[src/rtl/mem_stage_lsu.sv]
// Memory-stage load/store unit: one bus transaction per access through an IDLE/REQ/DONE FSM,
// with lane steering for stores, lane extraction and extension for loads, and alignment faulting.
module mem_stage_lsu (
  input  logic        clk,
  input  logic        reset,
  input  logic [1:0]  result_src_m,
  input  logic        mem_write_m,
  input  logic [2:0]  funct3_m,
  input  logic [31:0] alu_result_m,
  input  logic [31:0] wdata_m,
  output logic        dmem_req,
  output logic        dmem_we,
  output logic [31:0] dmem_addr,
  output logic [31:0] dmem_wdata,
  output logic [3:0]  dmem_be,
  input  logic        dmem_ready,
  input  logic [31:0] dmem_rdata,
  output logic [31:0] read_data_m,
  output logic        stall_m,
  output logic        misaligned_m
);

  typedef enum logic [1:0] {IDLE = 2'd0, REQ = 2'd1, DONE = 2'd2} state_t;

  state_t      state_q;
  logic        req_q;
  logic        we_q;
  logic [31:0] addr_q;
  logic [31:0] wdata_q;
  logic [3:0]  be_q;
  logic [31:0] rdata_q;
  logic [2:0]  funct3_q;
  logic [1:0]  off_q;

  logic        access;
  logic        is_store;
  logic [1:0]  off;
  logic        illegal;
  logic        align_err;
  logic        fault;
  logic        go;
  logic [3:0]  be_d;
  logic [31:0] wdata_d;

  // Moves the addressed lane down to bit 0, then extends according to the access size.
  function automatic logic [31:0] load_extend(input logic [2:0] f3, input logic [1:0] lane,
                                              input logic [31:0] word);
    logic [31:0] sh;
    sh = word >> {lane, 3'b000};
    case (f3)
      3'b000:  load_extend = {{24{sh[7]}}, sh[7:0]};
      3'b001:  load_extend = {{16{sh[15]}}, sh[15:0]};
      3'b100:  load_extend = {24'd0, sh[7:0]};
      3'b101:  load_extend = {16'd0, sh[15:0]};
      default: load_extend = word;
    endcase
  endfunction

  assign is_store = mem_write_m;
  assign access   = mem_write_m | (result_src_m == 2'b01);
  assign off      = alu_result_m[1:0];

  always_comb begin
    illegal   = 1'b1;
    align_err = 1'b0;
    be_d      = 4'b0000;
    wdata_d   = 32'd0;
    case (funct3_m)
      3'b000: begin
        illegal = 1'b0;
        be_d    = 4'b0001 << off;
        wdata_d = {4{wdata_m[7:0]}};
      end
      3'b001: begin
        illegal   = 1'b0;
        align_err = off[0];
        be_d      = 4'b0011 << off;
        wdata_d   = {2{wdata_m[15:0]}};
      end
      3'b010: begin
        illegal   = 1'b0;
        align_err = (off != 2'b00);
        be_d      = 4'b1111;
        wdata_d   = wdata_m;
      end
      3'b100: begin
        illegal = is_store;
        be_d    = 4'b0001 << off;
      end
      3'b101: begin
        illegal   = is_store;
        align_err = off[0];
        be_d      = 4'b0011 << off;
      end
      default: illegal = 1'b1;
    endcase
  end

  assign fault        = access & (illegal | align_err);
  assign go           = access & ~fault;
  assign misaligned_m = fault & ~reset;
  assign stall_m      = go & (state_q != DONE) & ~reset;

  always_ff @(posedge clk or posedge reset) begin
    if (reset) begin
      state_q  <= IDLE;
      req_q    <= 1'b0;
      we_q     <= 1'b0;
      addr_q   <= 32'd0;
      wdata_q  <= 32'd0;
      be_q     <= 4'b0000;
      rdata_q  <= 32'd0;
      funct3_q <= 3'b000;
      off_q    <= 2'b00;
    end else begin
      case (state_q)
        IDLE: begin
          if (go) begin
            state_q  <= REQ;
            req_q    <= 1'b1;
            we_q     <= is_store;
            addr_q   <= {alu_result_m[31:2], 2'b00};
            wdata_q  <= wdata_d;
            be_q     <= be_d;
            funct3_q <= funct3_m;
            off_q    <= off;
          end
        end
        REQ: begin
          if (dmem_ready) begin
            state_q <= DONE;
            req_q   <= 1'b0;
            if (!we_q) rdata_q <= load_extend(funct3_q, off_q, dmem_rdata);
          end
        end
        DONE:    state_q <= IDLE;
        default: state_q <= IDLE;
      endcase
    end
  end

  assign dmem_req    = req_q;
  assign dmem_we     = we_q;
  assign dmem_addr   = addr_q;
  assign dmem_wdata  = wdata_q;
  assign dmem_be     = be_q;
  assign read_data_m = rdata_q;

endmodule

[config.mk]
export PLATFORM = sky130hd
export DESIGN_NAME = mem_stage_lsu
export DESIGN_NICKNAME = d
export VERILOG_FILES = /design/src/rtl/mem_stage_lsu.sv
export SDC_FILE = /design/constraint.sdc
export NUM_CORES = 1
export LEC_CHECK = 0
export CORE_MARGIN = 2
export CORE_UTILIZATION = 35
export CTS_CLUSTER_DIAMETER = 50
export DETAILED_ROUTE_END_ITERATION = 16
export DONT_BUFFER_PORTS = 1
export PLACE_DENSITY = 0.61
export RECOVER_POWER = 50
export SETUP_SLACK_MARGIN = 0.3
export SLEW_MARGIN = 10
export SYNTH_ARGS = -nofsm -noshare
export SYNTH_HDL_FRONTEND = slang
export SYNTH_SLANG_ARGS = --single-unit
[constraint.sdc]
create_clock -name clk -period 3.05 [get_ports clk]
set_input_delay 0.305 -clock clk [delete_from_list [all_inputs] [get_ports clk]]
set_output_delay 0.305 -clock clk [all_outputs]
set_load 0.02 [all_outputs]
==> impl_metrics.ini, run 1 <==
[status]
status = complete, but fails checks
violations = max-capacitance violations, max-slew violations

[cells_and_area]
nets = 585
syn_to_final_growth_pct = 8.851
final_cell_mix = dfrtp_1, nand2_1, o21ai_1
diodes = 0
fin_cells = 669
fill_cells = 1448
final_common_cell = dfrtp_1
final_cell_area_um2 = 5524
multi_input_area_um2 = 2221
seqCellArea_um2 = 2678
drive_gt1_share_pct = 14.85

[placement]
place_hpwl_um = 9634
numPortBuffers = 0
placed_area_um2 = 5251
globalplace.congestion = 0.8545
place_inst = 653

[floorplan]
core_area_um2 = 14370
dieArea_um2 = 15480
row_count = 44
io_pins = 209
die_x_um = 124.4
fp.dieH_um = 124.4
initial_utilization_pct = 35.32

[clocking]
tritoncts = yes
cts_hold_buf = 0
clk-insertion-delay-late_ns = 0.35
cts.sinks = 107
cts.clk_slew.worst_paths_ns = 0.07
postCtsSetupBuffers = 0
cts-buffers-inserted = 9
htreeDepth = 3
cts_resized = 0
clockBufferDepth = 2
clockRootBuffer = clkbuf_16

[global_routing]
grt_pass1_wl_um = 20960
grt_overflow = 0
grt_usage_pct = 17.45
grt_pass1_vias = 3753
antenna_found_initial = 0
grt_max_degree = 108

[power_and_ir_drop]
p_per_area_nw_per_um2 = 915.7
power.leakage_nw = 2.469
p_total_mw = 5.058
vdd_ir_drop_max_mv = 0.3278

[detailed_routing]
via_per_inst = 5.323
drc = 0
final_antenna_net_count = 0
drt_iter0_markers = 205
dr.pass1.iters = 4
vias = 3561
wl_per_cell_um = 19.83
wl_um = 13270

[sta]
relSlewSlack_pct = -56.94
period_share_pct = 73.47
report.final.slew_viol_count = 108
finalHoldViolCount = 0
fin_crit_ns = 2.241
finClkSkew_ns = 0.007818
whs_ns = 0.05456
tns_ns = 0
rsz0062_at_grt = false
clock.fmax_ghz = 0.4463
finalSetupViolations = 0
worst_pin_slew_ns = 2.354

[setup_path]
endpoint_kind = register
startpoint_type = register
cp.arrival_ns = 2.42
crit_path_max_fanout = 21
required_ns = 3.23
worstSetupPathType = reg2reg

[synth]
yosysWarnings = 0
synth_top_area_share_pct = 52.76
synth_cells = 493
ys_types = 37
ys_top_cells_by_area = dfrtp_1, mux2_4, nand2_1, o21ai_1, mux2i_1
syn-cell-area_um2 = 5075
ys_seq_area_share_pct = 52.76
yosysTopAreaCell = dfrtp_1
avgSynthCellArea_um2 = 10.29
synth-seq-cells = 107

[hold_path]
hp-class = in2reg

[flow_run]
drv_cap = 1
[metrics by stage]
step,utilization (%),setup WS (ns)
6_report,38.44,0.8091
5_1_grt,38.44,0.4348
4_1_cts,38.57,0.8020
3_5_place_dp,36.55,0.8147
3_3_place_gp,36.55,0.9254
2_1_floorplan,-,0.7799
[registers in the layout (all words and copies together), names as in the netlist]
| name | cells |
|---|---|
| dmem_wdata | 32 |
| read_data_m | 32 |
| dmem_addr | 30 |
| dmem_be | 4 |
| funct3_q | 3 |
| off_q | 2 |
| state_q | 2 |
| dmem_req | 1 |
| dmem_we | 1 |
[Yosys cell counts]
library cell	n
a2111oi_0	1
a211oi_2	1
a21oi_1	33
a221oi_2	1
a22oi_1	8
a31oi_1	1
and2_1	7
buf_2	7
buf_4	3
buf_6	5
clkbuf_1	20
conb_1	1
dfrtp_1	107
inv_1	4
inv_2	1
mux2_1	1
mux2_4	34
mux2i_1	18
mux4_2	1
nand2_1	77
nand2b_1	9
nand3_1	32
nand3b_1	8
nand4b_1	1
nand4bb_1	1
nor2_1	26
nor2b_1	5
nor3_1	2
nor3_2	1
nor4_1	1
nor4_2	1
nor4bb_1	1
o21ai_0	17
o21ai_1	53
o21ai_2	1
o221ai_2	1
or2_2	2
[critical path, cell delays in order, from the launching register on]
cell     delay (ns)
dfrtp_1        0.72
mux4_2         0.44
nor2b_1        0.16
o21ai_2        0.59
nand3_1        0.17
[per-layer routing]
| layer | vias up | global-route usage, % | wire (um) |
|---|---|---|---|
| li1 | 1672 | - | - |
| met1 | 1690 | 19.72 | 5118 |
| met2 | 179 | 28.70 | 6472 |
| met5 | - | 0 | 0 |
| met3 | 20 | 7.474 | 1372 |
| met4 | 0 | 7.799 | 305 |
[logic make-up after synthesis]
group / Yosys count / synth area share [%]
DFF: 107 / 52.76
and+or+nand+nor: 174 / 16.15
other: 1 / 0.07389
muxes: 54 / 14.28
buffers and inverters: 40 / 4.092
AOI/OAI and AO/OA: 117 / 12.65
[worst paths after layout]
check	from	end	slack [ns]	depth (start not counted)
setup reg to reg	off_q[0]	read_data_m[31]	0.81	4
max in group asynchronous	reset	dmem_wdata[3]	0.94	2
hold / removal	dmem_ready	state_q[0]	0.05	1
hold reg to reg	funct3_q[1]	funct3_q[1]	0.56	2
min in group asynchronous	reset	state_q[0]	0.76	2
setup / recovery	off_q[0]	read_data_m[31]	0.81	4
[final cells by class]
| class | instances | share of cell area (%) |
|---|---|---|
| Sequential cell | 107 | 48.47 |
| Multi-Input combinational cell | 347 | 40.20 |
| Clock buffer | 11 | 4.575 |
| Tap cell | 184 | 4.168 |
| Timing Repair Buffer | 10 | 1.540 |
| Clock inverter | 5 | 0.6795 |
| Inverter | 5 | 0.3624 |
[power by group]
group	switching, mW	internal, mW	total [mW]
combinational	0.508	0.517	1.03
sequential	1.00	1.90	2.90
clock	0.530	0.599	1.13
Power figures use the tool's default switching activity.
==> run 2, diff against run 1 <==
clock period = 1.98 ns   (was 3.05 ns; I/O delays follow)
==> run 2 against run 1 <==
  * The flow now finishes without violations
  * Sequential share of layout area shrank 4.6 points
  * Total power grew 61%
  * Cell area grew 10%
  * Critical path type unchanged
==> impl_metrics.ini, run 2 (synthesis gave the netlist of run 1 again) <==
[status]
status = complete, no violations

[global_routing]
grt_overflow = 0
grt_usage_pct = 17.88
grt_pass1_vias = 4077
antenna_found_initial = 0
grt_max_degree = 77
grt_pass1_wl_um = 21970

[sta]
finClkSkew_ns = 0.01005
worst_pin_slew_ns = 0.7160
worst_slack_ns = 0.3605
clock.fmax_ghz = 0.6175
relSlewSlack_pct = 52.00
fin_crit_ns = 1.619
finalSetupViolations = 0
tns_ns = 0
finalHoldViolCount = 0
rsz0062_at_grt = true
period_share_pct = 81.79
report.final.slew_viol_count = 0

[floorplan]
die_x_um = 124.4
row_count = 44
initial_utilization_pct = 35.32
dieArea_um2 = 15480
fp.dieH_um = 124.4
core_area_um2 = 14370
io_pins = 209

[clocking]
cts.sinks = 107
htreeDepth = 3
clk-insertion-delay-late_ns = 0.35
tritoncts = yes
clockBufferDepth = 2
cts.clk_slew.worst_paths_ns = 0.07
postCtsSetupBuffers = 0
clockRootBuffer = clkbuf_16
cts-buffers-inserted = 9

[setup_path]
crit_family = multiplexers
max_stage_delay_ns = 0.55
endpoint_kind = register
cp.arrival_ns = 1.84
startpoint_type = register
slowest_stage = mux4_2
required_ns = 2.20
worstSetupPathType = reg2reg
path_buf_inv = 1
crit_path_max_fanout = 16
worstPathCellList = mux4_2 -> nor2b_1 -> o21ai_2 -> buf_6 -> nand3_1

[placement]
placed_area_um2 = 5314
globalplace.congestion = 0.8437
place_hpwl_um = 9925
numPortBuffers = 0
pre_cts_ws_ns = 0.3045

[power_and_ir_drop]
vdd_ir_drop_max_mv = 0.5594
p_per_area_nw_per_um2 = 1335
power.leakage_nw = 2.733
p_total_mw = 8.146

[cells_and_area]
final_cell_area_um2 = 6101
syn_to_final_growth_pct = 20.22
fill_cells = 1387
diodes = 0
final_cell_mix = dfrtp_1, nand2_1, o21ai_1
drive_gt1_share_pct = 14.71
nets = 637
final_common_cell = dfrtp_1

[hold_path]
hp-class = in2reg

[detailed_routing]
via_per_inst = 5.279
drc = 0
wl_um = 13990
vias = 3806
drt_iter0_markers = 171
final_antenna_net_count = 0
dr.pass1.iters = 4
wl_per_cell_um = 19.41

[flow_run]
drv_cap = 0
## run 2: cell count changes in the layout (fill, tap and decap cells not counted), sizes merged
| cell | previous run | this run |
|---|---|---|
| clkbuf | 11 | 12 |
| clkinv | 0 | 2 |
| clkinvlp | 6 | 1 |
| dlygate4sd3 | 0 | 46 |
| bufinv | 0 | 2 |
| buf | 10 | 16 |
## run 2: layout make-up
type | instances | area, um2 | area share (%)
Inverter | 5 | 20.02 | 0.3281
Clock buffer | 12 | 246.5 | 4.040
Sequential cell | 107 | 2678 | 43.89
Timing Repair Buffer | 62 | 621.8 | 10.19
Tap cell | 184 | 230.2 | 3.774
Clock inverter | 4 | 73.82 | 1.210
Multi-Input combinational cell | 347 | 2231 | 36.57
## run 2: where the power goes
part	switching [mW]	leakage [nW]	total, mW	internal, mW
sequential	1.51	1.34	4.44	2.93
combinational	0.863	1.24	1.76	0.894
clock	0.805	0.157	1.95	1.15
total	3.18	2.73	8.15	4.97
## run 2: per-stage QoR
step	util (%)	hold slack, ns	instances
CTS	42.42	0.001474	721
floorplan	-	0.2896	494
global route	42.46	0.01100	721
detailed placement	36.98	0.06926	659
global placement	36.98	0.05871	659
finish	42.46	0.01340	721
## run 2: routing by layer
| layer | vias up | global-route usage [%] | part of all wire (%) |
|---|---|---|---|
| met4 | 0 | 7.138 | 2.6 |
| met3 | 26 | 7.216 | 9.8 |
| met5 | - | 0 | 0 |
| li1 | 1781 | - | - |
| met1 | 1810 | 19.72 | 39 |
| met2 | 189 | 30.70 | 49 |
## run 2: final timing paths
| check | startpoint | end | slack (ns) | cells past startpoint |
|---|---|---|---|---|
| worst max-delay path | off_q[1] | read_data_m[26] | 0.36 | 5 |
| worst min-delay path | dmem_rdata[18] | read_data_m[18] | 0.01 | 2 |
| worst max register to register | off_q[1] | read_data_m[26] | 0.36 | 5 |
| worst min register to register | funct3_q[2] | funct3_q[2] | 0.57 | 1 |
| max in group asynchronous | reset | dmem_wdata[14] | 0.82 | 3 |
| min in group asynchronous | reset | dmem_addr[21] | 0.39 | 2 |
## run 2: timing repair
action / 4_1_cts / 5_1_grt
hold buffers: 46 / 0
gates resized for setup: 0 / 3
endpoints found under the hold margin: 60 / 0
setup endpoints to repair: 0 / 22
==> run 3, diff against run 2 <==
clock period = 1.4 ns   (was 1.98 ns; I/O delays follow)
==> run 3 against run 2 <==
  * The flow now finishes with violations (negative hold slack, negative setup slack)
  * Clock power rose by 30%
  * Total power rose by 46%
  * Maximum frequency rose by 1.2%
  * Via count rose by 10%
  * Sequential share of layout area fell by 5.7 points
==> impl_metrics.ini, run 3 (synthesis gave the netlist of run 1 again) <==
[global_routing]
grt_pass1_wl_um = 24260
antenna_found_initial = 0
grt_pass1_vias = 4336
grt_max_degree = 47
grt_usage_pct = 19.78
grt_overflow = 0

[floorplan]
die_x_um = 124.4
core_area_um2 = 14370
row_count = 44
io_pins = 209
initial_utilization_pct = 35.32
fp.dieH_um = 124.4
dieArea_um2 = 15480

[sta]
report.final.slew_viol_count = 0
finClkSkew_ns = 0.004424
clock.fmax_ghz = 0.6247
relSlewSlack_pct = 31.39
worst_pin_slew_ns = 1.023
rsz0062_at_grt = true
finalSetupViolations = 87
worst_slack_ns = -0.2007
period_share_pct = 114.3
whs_ns = -0.0006949
fin_crit_ns = 1.601
finalHoldViolCount = 1

[setup_path]
cp_common_cell = buf_6
crit_path_max_fanout = 7
slowest_stage = mux4_2
worstPathCellList = mux4_2 -> buf_6 -> a211oi_4 -> buf_6 -> a21oi_1
required_ns = 1.63
crit_family = multiplexers
worstSetupPathType = reg2reg
endpoint_kind = register
path_buf_inv = 2
cp.arrival_ns = 1.83
max_stage_delay_ns = 0.54
startpoint_type = register

[cells_and_area]
fin_cells = 795
final_cell_mix = dfrtp_1, dlygate4sd3_1, nand2_1
diodes = 0
multi_input_area_um2 = 2365
final_cell_area_um2 = 7015
nets = 712
fill_cells = 1283
syn_to_final_growth_pct = 38.24
drive_gt1_share_pct = 20.79
final_common_cell = dfrtp_1
seqCellArea_um2 = 2680

[detailed_routing]
dr.pass1.iters = 5
vias = 4188
drt_iter0_markers = 297
final_antenna_net_count = 0
drc = 0
via_per_inst = 5.268
wl_um = 15600
wl_per_cell_um = 19.62

[placement]
place_hpwl_um = 10010
globalplace.congestion = 0.8763
place_inst = 680
placed_area_um2 = 5595
numPortBuffers = 0

[power_and_ir_drop]
power_frac_clock_pct = 21.3
switching_power_mw = 4.697
p_per_area_nw_per_um2 = 1697
p_sw_share_pct = 39.45
comb_power_share_pct = 26.0
seqPwrFrac_pct = 52.7
internal-power_mw = 7.209
vdd_ir_drop_max_mv = 0.6646
power.leakage_nw = 3.124

[flow_run]
drv_cap = 0

[status]
violations = negative hold slack, negative setup slack
status = complete, but fails checks

[clocking]
cts-buffers-inserted = 9
cts.clk_slew.worst_paths_ns = 0.07
clockBufferDepth = 2
htreeDepth = 3
clockRootBuffer = clkbuf_16
clk-insertion-delay-late_ns = 0.34
cts.sinks = 107
tritoncts = yes

[hold_path]
hp-class = in2reg
==> run 3: worst paths after layout <==
check	from	to	slack, ns	cells past startpoint
setup / recovery	off_q[1]	read_data_m[8]	-0.20	5
hold / removal	dmem_rdata[7]	read_data_m[7]	-0.0007	2
setup reg to reg	off_q[1]	read_data_m[8]	-0.20	5
hold reg to reg	funct3_q[2]	funct3_q[2]	0.58	1
max in group asynchronous	reset	read_data_m[30]	0.17	3
min in group asynchronous	reset	dmem_addr[25]	0.46	2
==> run 3: stage by stage <==
stage	util (%)	hold WS (ns)	setup TNS (ns)	total power, mW	worst slack (ns)
after detailed placement	38.94	0.07068	-7.381	8.955	-0.2217
after global placement	38.94	0.06409	-7.649	8.848	-0.1770
after global routing	48.82	0.004746	-12.46	12.53	-0.2451
after floorplan	-	0.2316	-8.482	8.106	-0.2193
after CTS	48.19	-0.02989	-7.145	11.88	-0.1979
final	48.82	-0.0006949	-7.405	11.91	-0.2007
==> run 3: power by group through the flow <==
stage	Sequential (mW)	Combinational (mW)	Clock, mW
2_1_floorplan	6.00	2.10	0
3_3_place_gp	6.28	2.57	0
3_5_place_dp	6.30	2.66	0
4_1_cts	6.26	2.99	2.63
5_1_grt	6.39	3.40	2.75
6_report	6.27	3.09	2.54
==> run 3: cell type report <==
type	instances	area share, %
clock buffer	11	3.460
clock inverter	4	0.7312
inverter	5	0.3210
multi-input combinational	347	33.71
sequential	107	38.20
tap	184	3.282
timing repair buffer	137	20.30
==> run 3: repair_timing <==
action	in CTS	in global routing
gates resized for setup	11	18
gates cloned	3	2
endpoints found under the setup margin	109	109
hold buffers	90	0
pin swaps	3	8
setup buffers	4	1
endpoints found under the hold margin	113	0
==> run 3: layer usage <==
layer	part of all wire, %	track usage (%)	wire length, um	up-vias
met5	0	0	0	-
met4	2.0	5.882	313	0
met3	10	7.431	1586	22
met2	50	33.53	7794	243
met1	38	23.39	5904	1996
li1	-	-	-	1927
